### config.mk
export PLATFORM = sky130hd
export DESIGN_NAME = control_riesgos
export DESIGN_NICKNAME = d
export VERILOG_FILES = /design/src/rtl/control_riesgos_pkg.sv /design/src/rtl/cmp_riesgo.sv /design/src/rtl/control_riesgos.sv
export SDC_FILE = /design/constraint.sdc
export NUM_CORES = 1
export LEC_CHECK = 0
export CAP_MARGIN = 20
export CORE_MARGIN = 2
export CORE_UTILIZATION = 40
export DETAILED_ROUTE_END_ITERATION = 8
export PLACE_DENSITY_LB_ADDON = 0.15
export SLEW_MARGIN = 20
export SYNTH_ARGS = -nofsm -noshare
export SYNTH_HDL_FRONTEND = slang
export SYNTH_SLANG_ARGS = --single-unit
### constraint.sdc
create_clock -name clk -period 1.7 [get_ports clk]
set_input_delay 0.17 -clock clk [delete_from_list [all_inputs] [get_ports clk]]
set_output_delay 0.17 -clock clk [all_outputs]
set_load 0.1 [all_outputs]
### src/rtl/control_riesgos_pkg.sv
// Shared processor package for the hazard-control block.
// Holds the hazard FSM state encoding, the default register-index width and
// the width of the post-branch flush counter.
package control_riesgos_pkg;

  // Default register-index width (16 architectural registers).
  localparam int unsigned RegWDefault = 4;

  // Flush counter width; FLUSH_CYC is limited to 1..15.
  localparam int unsigned FlushCntW = 4;

  typedef enum logic [1:0] {
    StRun     = 2'd0,
    StMemWait = 2'd1,
    StFlush   = 2'd2
  } state_e;

endpackage

### src/rtl/cmp_riesgo.sv
// Load-use hazard comparator.
// Flags a hazard when the instruction in Execute is a load whose destination
// matches an enabled source register of the instruction in Decode.
// Register 0 is compared like any other register.
// Ports:
//   ra_id, rb_id     : Decode source registers
//   re_a_id, re_b_id : source read enables
//   rd_ex            : Execute destination register
//   mem_re_ex        : Execute instruction is a load
//   hazard           : load-use hazard detected
module cmp_riesgo
  import control_riesgos_pkg::*;
#(
  parameter int unsigned REG_W = RegWDefault
) (
  input  logic [REG_W-1:0] ra_id,
  input  logic [REG_W-1:0] rb_id,
  input  logic             re_a_id,
  input  logic             re_b_id,
  input  logic [REG_W-1:0] rd_ex,
  input  logic             mem_re_ex,
  output logic             hazard
);

  always_comb begin
    hazard = mem_re_ex & ((re_a_id & (ra_id == rd_ex)) | (re_b_id & (rb_id == rd_ex)));
  end

endmodule

### src/rtl/control_riesgos.sv
// Pipeline hazard controller.
// Generates stage-register enables, NOP injection and IF/ID squash for a
// five-stage pipeline. Handles data-memory stalls, taken-branch flushes of
// FLUSH_CYC bubble cycles and load-use stalls, and counts stalled cycles.
// Ports:
//   clk, rst                          : clock, synchronous active-high reset
//   ra_id, rb_id, re_a_id, re_b_id    : Decode source operands
//   rd_ex, mem_re_ex                  : Execute destination / load flag
//   branch_taken_ex                   : Execute branch resolved taken
//   mem_req_mem, mem_ack              : Memory-stage access and completion
//   pc_en, if_id_en, id_ex_en, ex_mem_en : stage enables (1 = advance)
//   nop_mux                           : inject NOP into ID/EX
//   flush                             : squash IF/ID
//   stall_cnt                         : saturating count of cycles with pc_en = 0
module control_riesgos
  import control_riesgos_pkg::*;
#(
  parameter int unsigned REG_W     = RegWDefault,
  parameter int unsigned FLUSH_CYC = 2,
  parameter int unsigned STAT_W    = 16
) (
  input  logic              clk,
  input  logic              rst,
  input  logic [REG_W-1:0]  ra_id,
  input  logic [REG_W-1:0]  rb_id,
  input  logic              re_a_id,
  input  logic              re_b_id,
  input  logic [REG_W-1:0]  rd_ex,
  input  logic              mem_re_ex,
  input  logic              branch_taken_ex,
  input  logic              mem_req_mem,
  input  logic              mem_ack,
  output logic              pc_en,
  output logic              if_id_en,
  output logic              id_ex_en,
  output logic              ex_mem_en,
  output logic              nop_mux,
  output logic              flush,
  output logic [STAT_W-1:0] stall_cnt
);

  // Remaining FLUSH-state cycles after the branch cycle itself.
  localparam logic [FlushCntW-1:0] FlushLoad = FlushCntW'(FLUSH_CYC - 1);

  state_e               state_q, state_d;
  logic [FlushCntW-1:0] cnt_q, cnt_d;
  logic [STAT_W-1:0]    stall_q;
  logic                 hazard;
  logic                 mem_busy;

  cmp_riesgo #(
    .REG_W (REG_W)
  ) u_cmp_riesgo (
    .ra_id     (ra_id),
    .rb_id     (rb_id),
    .re_a_id   (re_a_id),
    .re_b_id   (re_b_id),
    .rd_ex     (rd_ex),
    .mem_re_ex (mem_re_ex),
    .hazard    (hazard)
  );

  assign mem_busy = mem_req_mem & ~mem_ack;

  always_comb begin
    pc_en     = 1'b1;
    if_id_en  = 1'b1;
    id_ex_en  = 1'b1;
    ex_mem_en = 1'b1;
    nop_mux   = 1'b0;
    flush     = 1'b0;
    state_d   = state_q;
    cnt_d     = cnt_q;

    unique case (state_q)
      StRun: begin
        if (mem_busy) begin
          pc_en     = 1'b0;
          if_id_en  = 1'b0;
          id_ex_en  = 1'b0;
          ex_mem_en = 1'b0;
          state_d   = StMemWait;
        end else if (branch_taken_ex) begin
          // Branch beats a simultaneous load-use hazard: the dependent
          // instruction is squashed anyway.
          flush   = 1'b1;
          nop_mux = 1'b1;
          cnt_d   = FlushLoad;
          state_d = (FLUSH_CYC > 1) ? StFlush : StRun;
        end else if (hazard) begin
          pc_en    = 1'b0;
          if_id_en = 1'b0;
          nop_mux  = 1'b1;
          state_d  = StRun;
        end
      end

      StMemWait: begin
        if (!mem_ack) begin
          pc_en     = 1'b0;
          if_id_en  = 1'b0;
          id_ex_en  = 1'b0;
          ex_mem_en = 1'b0;
        end else begin
          if (branch_taken_ex) begin
            flush   = 1'b1;
            nop_mux = 1'b1;
            cnt_d   = FlushLoad;
          end else if (hazard) begin
            pc_en    = 1'b0;
            if_id_en = 1'b0;
            nop_mux  = 1'b1;
          end
          // A flush interrupted by the memory stall resumes with its held count.
          state_d = (cnt_d != '0) ? StFlush : StRun;
        end
      end

      StFlush: begin
        if (mem_busy) begin
          // Counter is held so the stalled cycle does not consume a bubble.
          pc_en     = 1'b0;
          if_id_en  = 1'b0;
          id_ex_en  = 1'b0;
          ex_mem_en = 1'b0;
          state_d   = StMemWait;
        end else begin
          flush   = 1'b1;
          nop_mux = 1'b1;
          if (cnt_q != '0) begin
            cnt_d = cnt_q - 1'b1;
          end
          state_d = (cnt_q <= FlushCntW'(1)) ? StRun : StFlush;
        end
      end

      default: begin
        state_d = StRun;
        cnt_d   = '0;
      end
    endcase

    // During reset the pipeline advances and fills with bubbles.
    if (rst) begin
      pc_en     = 1'b1;
      if_id_en  = 1'b1;
      id_ex_en  = 1'b1;
      ex_mem_en = 1'b1;
      nop_mux   = 1'b1;
      flush     = 1'b1;
    end
  end

  always_ff @(posedge clk) begin
    if (rst) begin
      state_q <= StRun;
      cnt_q   <= '0;
      stall_q <= '0;
    end else begin
      state_q <= state_d;
      cnt_q   <= cnt_d;
      if (!pc_en && (stall_q != {STAT_W{1'b1}})) begin
        stall_q <= stall_q + STAT_W'(1);
      end
    end
  end

  assign stall_cnt = stall_q;

endmodule
==> summary.txt <==
Run status
  – Status: complete, but fails checks
  – Failing checks: negative setup slack

GRT
  – Vias in the first global route: 1,745
  – Initial antenna violation count: 0
  – All-Layer GR Usage: 24.9%
  – Overflow left after global routing: 0
  – Global-route wire length before repair: 7.92 mm
  – Pin count of the biggest net entering global routing: 17

Final layout
  – NumNets Final: 284
  – Fillers: approximately 200
  – Final Util: 81.9%
  – Share of cells above drive strength 1: between 60% and 70%
  – Most frequent cells in the layout: buf_4, dfxtp_4, a21oi_1
  – Most common cell after layout, fill and taps aside: buf_4
  – Multi-input logic area: approximately 1200 sq um
  – Reg area: 507 sq um
  – Fin area: between 2000 and 3000 sq um
  – Area added between synthesis and finish: 97.8%
  – # diodes: 0

Setup path
  – CP arrival: 2.11 ns
  – CP Launch Type: flop
  – RR Endpoint: stall_cnt[13]$_SDFFE_PP0P_
  – Worst setup EP type: flop
  – Worst EP required: 1.94 ns
  – Reg2reg setup slack: -0.17 ns
  – Worst Path Max Fanout: 2
  – WS Path Type: flop to flop
  – Reg2Reg Launch Point: stall_cnt[14]$_SDFFE_PP0P_
  – End of the critical path: stall_cnt[13]$_SDFFE_PP0P_
  – CP Launch Point: stall_cnt[14]$_SDFFE_PP0P_
  – Worst-case reg-to-reg path depth: 5

Clock tree
  – Latest clock arrival within the worst-skew pair: slightly above 0.3 ns
  – H-Tree Depth: 1
  – CTS Sinks: 22
  – Clock root buffer master: clkbuf_4
  – CTS tree: done
  – Clock transition at path regs: 0.12 ns
  – Num CTS Buffers: 3
  – Clock buffer depth: 2
  – Hold_buf cts: 0

Detailed routing
  – TritonRoute pass-1 iters: 4
  – WL met1: 1.94 mm
  – Met2 WL: around 2.7 mm
  – Routed Antenna Nets: 0
  – First DRT Iteration DRCs: 90
  – DR WL/cell: 16.4 microns
  – DR top layer: met4
  – Vias: 1,753
  – DRC viols: 0
  – Vias per inst: 5.73
  – Met3 wire len: 216 microns
  – Routed wire length: 5.02 mm

Synthesis
  – Mean area per synthesized cell: 7.97 sq um
  – Flops & latches, synth: 22
  – Post-synthesis simple-gate area fraction: a little over a quarter
  – Synth Flop Type: dfxtp_1
  – Largest family of logic cells by synthesized area: simple AND/OR/NAND/NOR gates
  – Post-Syn Nets: 195
  – Synthesized cell area: 1370 sq um
  – Sequential share of the synthesized area: 32.1%
  – Syn. warnings: 0
  – Post-Synth Adder-Cell Area: about 2.7%
  – XOR/XNOR Fraction of Synth Area: approximately 5%
  – Async SR Flop Fraction: 0%
  – Synthesized instance count: 172
  – Post-synth EDFFs: 0
  – Compound-Gate Fraction of Synth Area: between 20% and 30%
  – Mux share of post-synthesis cell area: 3.10%
  – Synth cell types: 36

Timing
  – Max-slew violation count: 0
  – Fin. Hold Viols: 0
  – Final setup violation count: 8
  – Relative slew slack: 73.2%
  – RSZ-0062 raised after global routing: true
  – Final worst slack: -0.169 ns
  – Worst-margin pin slew: 0.398 ns
  – Maximum clock rate: 535 MHz
  – Fin crit share: 110%
  – Final Skew: 0.00737 ns
  – Min Clock Period, post-route: 1.87 ns
  – Setup tns final: -0.587 ns
  – Worst-case hold slack: 0.412 ns

Placed design
  – HPWL Detailed: 3.27 mm
  – Placed Area: around 2300 sq um
  – PortBufs: 41
  – Placer Congestion: around 0.84

Floorplanning
  – Rows: 21
  – Width of the die: approximately 63 microns
  – Core Box Area: 3310 sq um
  – Die area: 3910 sq um
  – Initial Util: about two fifths
  – IO Pins: 42
  – Die height: 62.6 microns

Power and ir drop
  – Pwr dens: 500 nW/um^2
  – Worst vdd ir: 0.371 mV
  – Leak pwr: between 1 and 1.5 nW

Hold path
  – Min-delay worst type: primary input to flop

Flow run
  – Max_cap viols: 0
## metrics by stage
step,cells,setup slack (ns),power (W)
floorplan,172,-0.284,0.000779
global placement,294,-0.568,0.000932
detailed placement,294,-0.628,0.000943
CTS,306,-0.149,0.00131
global route,306,-0.205,0.00141
finish,306,-0.169,0.00136
## worst min-delay path by stage
stage,start,to,slack [ns],cells after the start
4_1_cts,mem_ack,cnt_q[0]$_SDFFE_PP0P_,0.45,5
3_3_place_gp,cnt_q[3]$_SDFFE_PP0P_,cnt_q[3]$_SDFFE_PP0P_,0.50,2
2_1_floorplan,mem_ack,state_q[0]$_SDFFE_PP0P_,0.27,1
3_5_place_dp,cnt_q[1]$_SDFFE_PP0P_,cnt_q[1]$_SDFFE_PP0P_,0.51,2
5_1_grt,mem_ack,state_q[0]$_SDFFE_PP0P_,0.41,3
6_report,mem_ack,state_q[0]$_SDFFE_PP0P_,0.41,3
## repair_timing
action	in CTS	in global routing
pin swaps	27	25
setup endpoints to repair	19	25
cloned	0	0
setup buffers	10	1
resized for setup	64	53
## per-layer routing
metal	GRT usage [%]	up-vias
li1	-	821
met1	28.7	856
met4	10.0	0
met3	3.06	14
met2	46.4	62
met5	0	-
## synthesized netlist by cell type, types with 2 or more instances
cell / number / share of area [%]
a21oi_1: 16 / 5.8
buf_2: 3 / 1.1
buf_4: 2 / 1.1
clkbuf_1: 6 / 1.6
dfxtp_1: 22 / 32
ha_1: 3 / 2.7
inv_1: 10 / 2.7
mux2i_1: 2 / 1.5
nand2_1: 11 / 3.0
nand2b_1: 5 / 2.3
nand3_1: 10 / 3.6
nand4_1: 2 / 0.91
nor2_1: 10 / 2.7
nor2b_1: 2 / 0.91
nor3_1: 4 / 1.5
nor4_1: 3 / 1.4
nor4_2: 2 / 1.8
o21ai_0: 11 / 4.0
o21bai_1: 2 / 1.1
o311ai_0: 6 / 3.8
o31ai_1: 6 / 3.3
o41ai_1: 5 / 3.2
or3_1: 4 / 1.8
or4_1: 7 / 3.8
xnor2_1: 2 / 1.3
xor2_1: 6 / 3.8
## power by group
group | leakage (nW) | internal [W] | switching [W]
Sequential | 0.192 | 0.000504 | 0.0000149
Clock | 0.0210 | 0.000131 | 0.000170
Combinational | 0.867 | 0.000224 | 0.000313
Total | 1.08 | 0.000859 | 0.000498
## state kept, by name, indices dropped and copies added, names as in the netlist
signal	cells
stall_cnt	16
cnt_q	4
state_q	2
## kinds of logic after synthesis
logic type / Yosys count
multiplexers: 4
flip-flops: 22
XOR/XNOR: 8
adder cells (fa/ha/maj): 3
AND/OR/NAND/NOR: 65
buffers and inverters: 21
AO/OA/AOI/OAI: 49
## final cells by class
class / instances / area share, %
well taps: 46 / 2.12
multi-input cells: 129 / 45.0
flip-flops and latches: 22 / 18.7
repair buffers: 95 / 31.4
clock buffers: 4 / 1.34
inverters: 10 / 1.48
## critical path, cell delays in order (launching register included)
cell and delay [ns]:
dfxtp_4 0.36, and3_4 0.18, a311o_1 0.38, or4_4 0.43, or3_4 0.33, a21oi_1 0.13
Note: power is estimated with default switching activity, not from simulation.
